--- src/rtl/miriscv_pkg.sv ---
// Core-wide constants shared by the miriscv blocks.
package miriscv_pkg;

    localparam int unsigned XLEN = 32;

endpackage

--- src/rtl/miriscv_lsu_pkg.sv ---
// Load/store and memory-arbitration types shared by the LSU-side blocks.
package miriscv_lsu_pkg;

    import miriscv_pkg::XLEN;

    typedef enum logic {
        ARB_INSTR = 1'b0,
        ARB_DATA  = 1'b1
    } arb_master_e;

    // Request payload presented on the shared memory port
    typedef struct packed {
        logic              we;
        logic [XLEN/8-1:0] be;
        logic [XLEN-1:0]   addr;
        logic [XLEN-1:0]   wdata;
    } mem_req_t;

endpackage

--- src/rtl/miriscv_arb_id_fifo.sv ---
// Small in-order ID tracker: records who issued each outstanding transaction.
module miriscv_arb_id_fifo #(
    parameter int unsigned DEPTH = 2,
    parameter int unsigned WIDTH = 1
) (
    input  logic             clk_i,
    input  logic             arstn_i,
    input  logic             push_i,
    input  logic [WIDTH-1:0] push_id_i,
    input  logic             pop_i,
    output logic             full_o,
    output logic             empty_o,
    output logic [WIDTH-1:0] head_o
);

    localparam int unsigned CNT_W = $clog2(DEPTH + 1);
    localparam int unsigned PTR_W = (DEPTH > 1) ? $clog2(DEPTH) : 1;

    logic [WIDTH-1:0] mem_q [DEPTH];
    logic [PTR_W-1:0] wr_ptr_ff;
    logic [PTR_W-1:0] rd_ptr_ff;
    logic [CNT_W-1:0] count_ff;
    logic             do_push;
    logic             do_pop;

    function automatic logic [PTR_W-1:0] next_ptr(input logic [PTR_W-1:0] ptr);
        return (ptr == PTR_W'(DEPTH - 1)) ? '0 : ptr + PTR_W'(1);
    endfunction

    assign full_o  = (count_ff == CNT_W'(DEPTH));
    assign empty_o = (count_ff == '0);
    assign head_o  = mem_q[rd_ptr_ff];
    assign do_push = push_i & ~full_o;
    assign do_pop  = pop_i & ~empty_o;

    always_ff @(posedge clk_i or negedge arstn_i) begin
        if (!arstn_i) begin
            wr_ptr_ff <= '0;
            rd_ptr_ff <= '0;
            count_ff  <= '0;
        end else begin
            if (do_push) wr_ptr_ff <= next_ptr(wr_ptr_ff);
            if (do_pop)  rd_ptr_ff <= next_ptr(rd_ptr_ff);
            case ({do_push, do_pop})
                2'b10:   count_ff <= count_ff + CNT_W'(1);
                2'b01:   count_ff <= count_ff - CNT_W'(1);
                default: count_ff <= count_ff;
            endcase
        end
    end

    // Storage needs no reset: entries are only read after being written
    always_ff @(posedge clk_i) begin
        if (do_push) mem_q[wr_ptr_ff] <= push_id_i;
    end

endmodule

--- src/rtl/miriscv_mem_arbiter.sv ---
// Shares one memory port between the fetch and data interfaces; responses
// return in order and are steered by the recorded issuer ID.
module miriscv_mem_arbiter
    import miriscv_pkg::*;
    import miriscv_lsu_pkg::*;
#(
    parameter int unsigned OUTSTANDING = 2,
    parameter bit          DATA_PRIO   = 1'b1
) (
    input  logic              clk_i,
    input  logic              arstn_i,

    input  logic              instr_req_i,
    input  logic [XLEN-1:0]   instr_addr_i,
    output logic              instr_gnt_o,
    output logic              instr_rvalid_o,
    output logic [XLEN-1:0]   instr_rdata_o,

    input  logic              data_req_i,
    input  logic              data_we_i,
    input  logic [XLEN/8-1:0] data_be_i,
    input  logic [XLEN-1:0]   data_addr_i,
    input  logic [XLEN-1:0]   data_wdata_i,
    output logic              data_gnt_o,
    output logic              data_rvalid_o,
    output logic [XLEN-1:0]   data_rdata_o,

    output logic              mem_req_o,
    output logic              mem_we_o,
    output logic [XLEN/8-1:0] mem_be_o,
    output logic [XLEN-1:0]   mem_addr_o,
    output logic [XLEN-1:0]   mem_wdata_o,
    input  logic              mem_gnt_i,
    input  logic              mem_rvalid_i,
    input  logic [XLEN-1:0]   mem_rdata_i,

    output logic              err_o
);

    arb_master_e winner;
    arb_master_e sel_ff;
    arb_master_e last_ff;
    logic        locked_ff;
    logic        err_ff;
    logic        full;
    logic        empty;
    logic [0:0]  head_id;
    logic        issue;
    logic        accept;
    logic        pop;
    mem_req_t    req_mux;

    // A stalled request keeps its grant slot; otherwise priority or round-robin
    always_comb begin
        winner = ARB_INSTR;
        if (locked_ff) begin
            winner = sel_ff;
        end else if (instr_req_i && data_req_i) begin
            if (DATA_PRIO) winner = ARB_DATA;
            else           winner = (last_ff == ARB_DATA) ? ARB_INSTR : ARB_DATA;
        end else if (data_req_i) begin
            winner = ARB_DATA;
        end
    end

    assign issue  = (instr_req_i | data_req_i) & ~full;
    assign accept = issue & mem_gnt_i;
    assign pop    = mem_rvalid_i & ~empty;

    always_comb begin
        req_mux = '0;
        if (issue) begin
            if (winner == ARB_DATA) begin
                req_mux.we    = data_we_i;
                req_mux.be    = data_be_i;
                req_mux.addr  = data_addr_i;
                req_mux.wdata = data_wdata_i;
            end else begin
                req_mux.be    = '1;
                req_mux.addr  = instr_addr_i;
            end
        end
    end

    assign mem_req_o      = issue;
    assign mem_we_o       = req_mux.we;
    assign mem_be_o       = req_mux.be;
    assign mem_addr_o     = req_mux.addr;
    assign mem_wdata_o    = req_mux.wdata;

    assign instr_gnt_o    = accept & (winner == ARB_INSTR);
    assign data_gnt_o     = accept & (winner == ARB_DATA);
    assign instr_rvalid_o = pop & (head_id == 1'(ARB_INSTR));
    assign data_rvalid_o  = pop & (head_id == 1'(ARB_DATA));
    assign instr_rdata_o  = mem_rdata_i;
    assign data_rdata_o   = mem_rdata_i;
    assign err_o          = err_ff;

    always_ff @(posedge clk_i or negedge arstn_i) begin
        if (!arstn_i) begin
            locked_ff <= 1'b0;
            sel_ff    <= ARB_INSTR;
            last_ff   <= ARB_INSTR;
            err_ff    <= 1'b0;
        end else begin
            if (accept) begin
                locked_ff <= 1'b0;
                last_ff   <= winner;
            end else if (issue) begin
                locked_ff <= 1'b1;
                sel_ff    <= winner;
            end
            if (mem_rvalid_i && empty) err_ff <= 1'b1;
        end
    end

    miriscv_arb_id_fifo #(
        .DEPTH (OUTSTANDING),
        .WIDTH (1)
    ) u_id_fifo (
        .clk_i     (clk_i),
        .arstn_i   (arstn_i),
        .push_i    (accept),
        .push_id_i (1'(winner)),
        .pop_i     (pop),
        .full_o    (full),
        .empty_o   (empty),
        .head_o    (head_id)
    );

endmodule

--- config.mk ---
export PLATFORM = sky130hd
export DESIGN_NAME = miriscv_mem_arbiter
export DESIGN_NICKNAME = d
export VERILOG_FILES = /design/src/rtl/miriscv_pkg.sv /design/src/rtl/miriscv_lsu_pkg.sv /design/src/rtl/miriscv_arb_id_fifo.sv /design/src/rtl/miriscv_mem_arbiter.sv
export SDC_FILE = /design/constraint.sdc
export NUM_CORES = 1
export LEC_CHECK = 0
export ABC_AREA = 1
export CORE_AREA = 3 3 108 110
export CTS_BUF_LIST = sky130_fd_sc_hd__clkbuf_4 sky130_fd_sc_hd__clkbuf_8
export DETAILED_ROUTE_END_ITERATION = 6
export DIE_AREA = 0 0 111 113
export PLACE_DENSITY = 0.7
export SYNTH_ARGS = -nofsm -noshare
export SYNTH_HDL_FRONTEND = slang
export SYNTH_SLANG_ARGS = --single-unit
export TNS_END_PERCENT = 5
--- constraint.sdc ---
create_clock -name clk_i -period 1.9 [get_ports clk_i]
set_clock_uncertainty 0.05 [all_clocks]
set_input_delay 0.475 -clock clk_i [delete_from_list [all_inputs] [get_ports clk_i]]
set_output_delay 0.475 -clock clk_i [all_outputs]
set_load 0.01 [all_outputs]
==> out/metrics.yaml, run 1 <==
outcome:
  status: "finished with violations"
  violations: "setup timing"
placement:
  place_area_um2: 3590
  place_congestion: 0.853
  dp_hpwl_um: 6630
  post-place-cells: 607
  port_buffers: 181
finish:
  final_layout_size_suffix_gt1_share_pct: 30.7
  final_util_pct: 33.1
  layoutNonFillerInstCount: 619
  fin_nets: 620
  area_growth_pct: 80.3
  finalInstanceArea_um2: 3570
  n_fill_cell: 1186
  antenna_cells: 0
logic_synthesis:
  synth_cells: 346
  synth_cell_type_count: 24
  synth-seq-area-share_pct: 11.9
  ys.warnings.count: 0
  avgSynthCellArea_um2: 5.73
  ys_ff_latch: 9
  synth_fp_nets: 486
  synth_area_leader_cell: "buf_4"
  syn_area_um2: 1980
  synth_area_leaders: "buf_4 (25%), nor2_1 (21%), nand2_1 (15%)"
  synth_top_area_share_pct: 25.0
sta:
  fmax_mhz: 505
  rsz0062_at_grt: "true"
  finalHoldViolations: 0
  relSlewSlack_pct: 77.0
  setup_viol: 19
  worst_pin_slew_ps: 343
  final_max_slew_viol_count: 0
  min_period_over_period_pct: 104
  post-route-min-period_ps: 1980
  setup_slack_ps: -79.7
  fin_hold_ws_ps: 416
clocking:
  clock_latency_ps: 230
  cts_tree: "done"
  clock_path_buffers: 2
  cts.sinks: 9
  cts.clk_slew.worst_paths_ps: 50
  ctsHoldBuffers: 0
  cts_buffers: 3
  cts.htree.levels: 1
  root_buffer: "clkbuf_8"
critical_path:
  critPathRequiredTime_ps: 1370
  rrSetupSlack_ps: 200
  critPathArrivalTime_ps: 1450
  path_max_fanout: 5
  critPathCaptureType: "output port"
  crit_type: "reg -> out"
  reg2reg_from: "u_id_fifo.count_ff[0]"
  startpoint_type: "flip-flop"
  startpoint: "locked_ff"
grt:
  grt_first_pass_wirelength_um: 12900
  grt_pass1_vias: 2625
  grt_overflow_total: 0
  grt.total_usage_pct: 12.5
  grt_antenna_before_repair: 0
  grt_start_max_net_pins: 38
drt:
  firstDrtPassIters: 4
  via_per_inst: 4.24
  finalWirelength_um: 8810
  postRouteAntennaNets: 0
  drc: 0
  via_count: 2624
  wire_per_inst_um: 14.2
  drt_iter0_drc: 114
power:
  fin_total_pwr_mw: 3.97
  power_density_nw_per_um2: 1110
  p_leak_nw: 1.78
  ir_worst_vdd_uv: 422
min_path:
  hold_path.class: "reg -> reg"
  holdCritStartpoint: "err_o"
floorplanning:
  initial_core_util_pct: 18.4
  core_um2: 10800
  die_w_um: 111
  rows: 38
  fp.dieH_um: 113
  dieArea_um2: 12500
  io_pins: 278
job:
  maxCapViolations: 0
Yosys cell counts (all sizes together):
master	instances
nor2	112
clkbuf	1
nand3	4
edfxtp	2
a31o	1
inv	14
dfrtp	7
a21oi	1
nand2	84
ha	1
nand3b	32
nand4	2
o21ai	2
buf	81
xor2	1
xnor2	1
cells by family after synthesis:
logic type,count (synthesis),share of synthesized area [%]
and+or+nand+nor,234,52.6
adders and majority gates,1,0.631
xor gates and xnor gates,2,0.883
DFF,9,11.9
AOI/OAI and AO/OA,4,1.20
buffers and inverters,96,32.9
final timing paths:
check / end / cells after the start
max in group asynchronous: sel_ff / 1
worst min-delay path: err_o / 1
worst max-delay path: mem_addr_o[29] / 8
worst max register to register: u_id_fifo.count_ff[1] / 10
min in group asynchronous: u_id_fifo.count_ff[1] / 1
worst min register to register: err_o / 1
repair_timing:
action,in CTS,in global routing
pin swaps,6,29
resized for setup,255,107
buffers inserted,3,3
setup endpoints to repair,75,73
gates cloned,2,2
cell usage in the layout (no fill, tap or decap), types with 2 or more instances in the layout:
cell / n
buf_12: 6
buf_2: 72
buf_4: 16
buf_6: 3
buf_8: 2
clkbuf_16: 2
clkbuf_2: 2
clkbuf_4: 2
clkbuf_8: 3
clkdlybuf4s50_1: 104
dfrtp_1: 6
edfxtp_1: 2
inv_1: 10
inv_2: 3
nand2_1: 76
nand2_2: 3
nand2_4: 2
nand2_8: 3
nand3_1: 4
nand3b_1: 32
nand4_1: 2
nor2_1: 90
nor2_2: 18
nor2_4: 3
metrics by stage:
stage,worst slack [ps],TNS (ps)
after global placement,-863,-58380
after global routing,-137,-4740
final,-79.7,-418
after detailed placement,-860,-59740
after floorplan,232,0
after CTS,-204,-5400
metal layers:
metal | GRT usage (%) | part of all wire (%)
met2 | 22.2 | 48
met1 | 13.3 | 37
met3 | 4.71 | 11
met4 | 5.25 | 3.7
met5 | 0 | 0
registers in the layout, indices dropped and copies added (netlist names):
| name | cells |
|---|---|
| sel_ff | 1 |
| u_id_fifo.wr_ptr_ff | 1 |
| err_o | 1 |
| locked_ff | 1 |
| u_id_fifo.count_ff | 2 |
| u_id_fifo.rd_ptr_ff | 1 |
| u_id_fifo.mem_q | 2 |
worst max-delay path: stages (launching register included):
cell     delay [ps]
dfrtp_1         390
buf_6           140
nand2_4          80
nand2_8          80
buf_12          150
buf_4           130
nor2_1           80
nor2_1           50
buf_2           130
power breakdown:
part | internal (mW) | switching [mW] | total (mW)
Clock | 0.160 | 0.0720 | 0.232
Combinational | 1.57 | 1.84 | 3.40
Sequential | 0.281 | 0.0600 | 0.341
final cells by class:
class	count	area, um2	share of cell area, %
multi-input cells	241	1220	34.2
well taps	140	175	4.90
flip-flops and latches	9	236	6.62
inverters	14	68.8	1.93
repair buffers	211	1820	51.0
clock buffers	4	48.8	1.37
No activity file was read; power rests on OpenSTA's default activity.
==> inputs of run 2 (changes only) <==
--- a/config.mk
+++ b/config.mk
@@ -6,12 +6,13 @@
 export NUM_CORES = 1
 export LEC_CHECK = 0
 export ABC_AREA = 1
-export CORE_AREA = 3 3 108 110
+export CORE_AREA = 3 3 106 108
 export CTS_BUF_LIST = sky130_fd_sc_hd__clkbuf_4 sky130_fd_sc_hd__clkbuf_8
 export DETAILED_ROUTE_END_ITERATION = 6
-export DIE_AREA = 0 0 111 113
-export PLACE_DENSITY = 0.7
+export DIE_AREA = 0 0 109 111
+export PLACE_DENSITY = 0.73
 export SYNTH_ARGS = -nofsm -noshare
 export SYNTH_HDL_FRONTEND = slang
+export SYNTH_HIERARCHICAL = 1
 export SYNTH_SLANG_ARGS = --single-unit
 export TNS_END_PERCENT = 5
==> out/metrics.yaml, run 2 <==
critical_path:
  startpoint_type: "flip-flop"
  crit_type: "reg -> out"
  reg2regPathDepth: 14
  critPathCaptureType: "output port"
  critPathRequiredTime_ps: 1370
  critPathArrivalTime_ps: 1460
  path_max_fanout: 11
power:
  power_switching_mw: 1.91
  pwr-share-comb_pct: 85.4
  p_leak_nw: 1.93
  swShare_pct: 50.3
  ir_worst_vdd_uv: 576
  power_density_nw_per_um2: 1070
  internal_power_mw: 1.88
  p_clk_share_pct: 5.8
  seq_power_share_pct: 8.8
finish:
  final_common_cell: "clkdlybuf4s50_1"
  antenna_cells: 0
  fin_nets: 653
  final_layout_size_suffix_gt1_share_pct: 26.8
  biggestRegsByFlops: "u_id_fifo/count_ff x2, u_id_fifo/mem_q x2"
  n_fill_cell: 1114
  final_cell_mix: "clkdlybuf4s50_1 (105), nor2_1 (97), nand2_1 (80)"
  area_growth_pct: 68.5
drt:
  drc: 0
  wire_per_inst_um: 12.7
  drt_iter0_drc: 126
  via_per_inst: 4.10
  finalWirelength_um: 8250
  via_count: 2655
  postRouteAntennaNets: 0
  firstDrtPassIters: 4
logic_synthesis:
  avgSynthCellArea_um2: 5.42
  synth-compound-area-share_pct: 1.01
  synth_top_area_share_pct: 25.8
  synth_area_leaders: "buf_4 (26%), nor2_1 (20%), nand2_1 (15%)"
  yosys.area_share.simple_pct: 47.5
  ys_ff_latch: 9
  ys.warnings.count: 6
  synth_area_leader_cell: "buf_4"
  synth_top_family_by_area: "simple AND/OR/NAND/NOR gates"
  synth_flop_cell: "dfrtp_1"
  synth.most_common_cell: "nor2_1"
  synth_fp_nets: 527
  synthMuxAreaShare_pct: 0
  synthAdderAreaFrac_pct: 0.597
  synth_cells: 387
  synth_common_cells: "nor2_1 (109), nand2_1 (82), buf_4 (72)"
  syn_area_um2: 2100
  synth_cell_type_count: 23
  synth-edff-count: 2
  synth_xor_area_share_pct: 0.418
  synth-seq-area-share_pct: 11.2
  async_reset_ff_share_pct: 77.8
sta:
  fmax_mhz: 503
  rsz0062_at_grt: "true"
  setup_viol: 31
  final_max_slew_viol_count: 0
  setup_slack_ps: -89.4
  relSlewSlack_pct: 76.0
  post-route-min-period_ps: 1990
  min_period_over_period_pct: 105
  fin_hold_ws_ps: 404
  worst_pin_slew_ps: 359
  finalHoldViolations: 0
clocking:
  root_buffer: "clkbuf_8"
  cts_tree: "done"
  clock_path_buffers: 2
  cts.sinks: 9
  cts.clk_slew.worst_paths_ps: 50
  cts_buffers: 3
  clock_latency_ps: 230
  cts.htree.levels: 1
floorplanning:
  rows: 37
  io_pins: 278
  die_w_um: 109
  dieArea_um2: 12100
  core_um2: 10300
  initial_core_util_pct: 20.3
  fp.dieH_um: 111
placement:
  place_congestion: 0.759
  pre_cts_slack_ps: -820
  port_buffers: 181
  dp_hpwl_um: 6430
grt:
  grt.total_usage_pct: 12.4
  grt_start_max_net_pins: 38
  grt_pass1_vias: 2638
  grt_antenna_before_repair: 0
  grt_overflow_total: 0
  grt_first_pass_wirelength_um: 12200
job:
  maxCapViolations: 0
min_path:
  hold_path.class: "reg -> reg"
  hold_path_depth: 1
outcome:
  status: "finished with violations"
  violations: "setup timing"
run 2: cell types whose count changed after synthesis, moves of 2 or more:
cell	change
buf_1	-2
buf_2	-5
buf_4	+6
buf_6	+2
inv_1	+35
inv_2	+2
nand2_1	+2
nand2_2	+2
nand3_1	+33
nand3b_1	-32
run 2: cell type report:
| class | count | area [um2] | share of cell area [%] |
|---|---|---|---|
| well taps | 136 | 170 | 4.82 |
| clock inverters | 1 | 5.00 | 0.142 |
| flip-flops and latches | 9 | 235 | 6.66 |
| repair buffers | 203 | 1740 | 49.3 |
| clock buffers | 3 | 41.3 | 1.17 |
| multi-input cells | 245 | 1130 | 32.0 |
| inverters | 51 | 206 | 5.84 |
run 2: cell families (layout without fill, tap and decap cells):
kind of cell | after synthesis | count (layout)
DFF | 9 | 9
adders and majority gates | 1 | 1
AOI/OAI and AO/OA | 3 | 3
and+or+nand+nor | 240 | 240
xor gates and xnor gates | 1 | 1
buffers and inverters | 133 | 258
run 2: power groups by stage:
| stage | clock, mW | combinational, mW | sequential, mW |
|---|---|---|---|
| floorplan | 0 | 1.83 | 0.330 |
| global placement | 0 | 3.31 | 0.325 |
| detailed placement | 0 | 3.37 | 0.327 |
| CTS | 0.231 | 3.18 | 0.333 |
| global route | 0.243 | 3.58 | 0.338 |
| finish | 0.221 | 3.24 | 0.333 |
run 2: final timing paths:
kind	startpoint	to	slack, ps
hold / removal	err_o	err_o	400
setup / recovery	u_id_fifo/count_ff[1]	mem_addr_o[18]	-90
min in group asynchronous	arstn_i	locked_ff	470
setup reg to reg	u_id_fifo/count_ff[1]	u_id_fifo/count_ff[1]	80
hold reg to reg	err_o	err_o	400
max in group asynchronous	arstn_i	sel_ff	1070
run 2: metal layers:
layer	vias to the layer above	part of all wire, %	wire length (um)	GRT usage [%]
li1	1327	-	-	-
met1	1136	36	3000	12.7
met2	173	48	3930	22.9
met3	19	14	1140	4.78
met4	0	2.1	170	3.54
met5	-	0	0	0
run 2: what timing repair did:
| action | CTS | global route |
|---|---|---|
| setup buffers | 4 | 1 |
| hold buffers | 0 | 0 |
| endpoints found under the setup margin | 78 | 75 |
| gates resized for setup | 303 | 40 |
| pin swaps | 10 | 4 |
| gates cloned | 1 | 1 |
run 2: critical path, stage by stage (launching register included):
cell,delay (ps)
dfrtp_1,390
inv_2,90
nor2_4,50
nor2_8,150
buf_6,130
buf_12,130
nand2_1,50
nor2_1,100
buf_2,140
run 2: through the flow:
step                      TNS [ps]  cell area, um2  utilization [%]  power, mW  std cells
after global placement      -55170            3650             35.4       3.63        637
after global routing         -7320            3530             34.2       4.16        648
after floorplan                  0            2100                -       2.16        387
after detailed placement    -57100            3650             35.4       3.70        637
after CTS                    -2880            3540             34.3       3.74        646
final                        -1300            3530             34.2       3.79        648
==> inputs of run 3 (changes only) <==
--- a/config.mk
+++ b/config.mk
@@ -6,11 +6,11 @@
 export NUM_CORES = 1
 export LEC_CHECK = 0
 export ABC_AREA = 1
-export CORE_AREA = 3 3 106 108
+export CORE_AREA = 2 2 108 110
 export CTS_BUF_LIST = sky130_fd_sc_hd__clkbuf_4 sky130_fd_sc_hd__clkbuf_8
 export DETAILED_ROUTE_END_ITERATION = 6
-export DIE_AREA = 0 0 109 111
-export PLACE_DENSITY = 0.73
+export DIE_AREA = 0 0 110 112
+export PLACE_DENSITY = 0.7
 export SYNTH_ARGS = -nofsm -noshare
 export SYNTH_HDL_FRONTEND = slang
 export SYNTH_HIERARCHICAL = 1
==> out/metrics.yaml, run 3 (synthesized netlist as in run 2, its figures left out) <==
finish:
  fin_nets: 666
  final_util_pct: 33.6
  finalInstanceArea_um2: 3750
  biggestRegsByFlops: "u_id_fifo/count_ff x2, u_id_fifo/mem_q x2"
  n_fill_cell: 1234
  final_layout_size_suffix_gt1_share_pct: 28.6
  final_common_cell: "clkdlybuf4s50_1"
  area_growth_pct: 79.0
  antenna_cells: 0
  final_cell_mix: "clkdlybuf4s50_1 (105), nor2_1 (99), buf_2 (74)"
floorplanning:
  dieArea_um2: 12300
  die_w_um: 110
  rows: 39
  fp.dieH_um: 112
  io_pins: 278
  initial_core_util_pct: 18.8
  core_um2: 11200
critical_path:
  crit_type: "reg -> out"
  path_delay_family: "buffers and inverters"
  critPathMaxStageDelay_ps: 390
  reg2reg_to: "u_id_fifo/count_ff[1]"
  rrSetupSlack_ps: 0
  critPathCaptureType: "output port"
  startpoint: "u_id_fifo/count_ff[1]"
  endpoint: "mem_addr_o[17]"
  critPathRequiredTime_ps: 1370
  cp.depth: 8
  worstPathCellList: "inv_2 > nor2_4 > nor2_8 > buf_12 > buf_16 > nand2_1 > nor2_1 > buf_2"
  critPathArrivalTime_ps: 1490
  startpoint_type: "flip-flop"
  cp.buffers_inverters: 4
  reg2reg_from: "u_id_fifo/count_ff[1]"
  reg2regPathDepth: 13
  cpMaxStageDelayCell: "dfrtp_1"
  path_max_fanout: 5
drt:
  wire_per_inst_um: 12.4
  postRouteAntennaNets: 0
  firstDrtPassIters: 4
  finalWirelength_um: 8270
  via_per_inst: 4.05
  drt_iter0_drc: 87
  drc: 0
  via_count: 2706
clocking:
  cts_buffers: 3
  cts.clk_slew.worst_paths_ps: 40
  cts.sinks: 9
  cts_tree: "done"
  ctsHoldBuffers: 0
  cts.htree.levels: 1
  root_buffer: "clkbuf_8"
  clock_path_buffers: 2
  clock_latency_ps: 230
min_path:
  hold_path.class: "reg -> reg"
  hold_path_depth: 1
placement:
  dp_hpwl_um: 6150
  port_buffers: 181
  place_area_um2: 3690
  pre_cts_slack_ps: -837
  place_congestion: 0.755
sta:
  fin_tns_setup_ps: -2420
  worst_pin_slew_ps: 329
  min_period_over_period_pct: 106
  rsz0062_at_grt: "true"
  relSlewSlack_pct: 78.0
  finalHoldViolations: 0
  fmax_mhz: 496
  final_max_slew_viol_count: 0
  setup_slack_ps: -117
  post-route-min-period_ps: 2020
  setup_viol: 71
power:
  ir_worst_vdd_uv: 636
  power_density_nw_per_um2: 1120
  fin_total_pwr_mw: 4.20
  p_leak_nw: 2.05
grt:
  grt_first_pass_wirelength_um: 11700
  grt.total_usage_pct: 11.9
  grt_pass1_vias: 2456
  grt_overflow_total: 0
  grt_start_max_net_pins: 38
  grt_antenna_before_repair: 0
outcome:
  status: "finished with violations"
  violations: "setup timing"
job:
  maxCapViolations: 0
## run 3: metal layers
metal / global-route usage, % / vias to the layer above / share of wire (%)
met5: 0 / - / 0
met4: 3.04 / 0 / 1.0
met3: 5.04 / 18 / 14
met2: 22.2 / 174 / 49
met1: 12.0 / 1154 / 36
li1: - / 1360 / -
## run 3: worst min-delay path by stage
stage,startpoint,end
finish,err_o,err_o
floorplan,arstn_i,err_o
global route,err_o,err_o
global placement,err_o,err_o
detailed placement,err_o,err_o
CTS,err_o,err_o
## run 3: power by group
part	leakage (nW)	switching, mW	internal [mW]
Combinational	1.92	1.88	1.75
Clock	0.0262	0.0720	0.160
Sequential	0.100	0.0533	0.279
## run 3: area by class of cell
cell class	instances	area, um2	share of cell area, %
clock buffers	4	48.8	1.30
multi-input cells	245	1160	31.0
well taps	143	179	4.77
flip-flops and latches	9	235	6.27
inverters	51	208	5.54
repair buffers	216	1920	51.2
## run 3: per-stage QoR
step                hold WS (ps)  instances
global placement             390        651
global route                 438        668
CTS                          408        661
finish                       400        668
floorplan                    129        387
detailed placement           399        651
## run 3: what timing repair did
| action | CTS | global route |
|---|---|---|
| pin swaps | 6 | 15 |
| endpoints found under the setup margin | 79 | 74 |
| cloned | 2 | 4 |
| setup buffers | 4 | 3 |
| gates resized for setup | 324 | 27 |
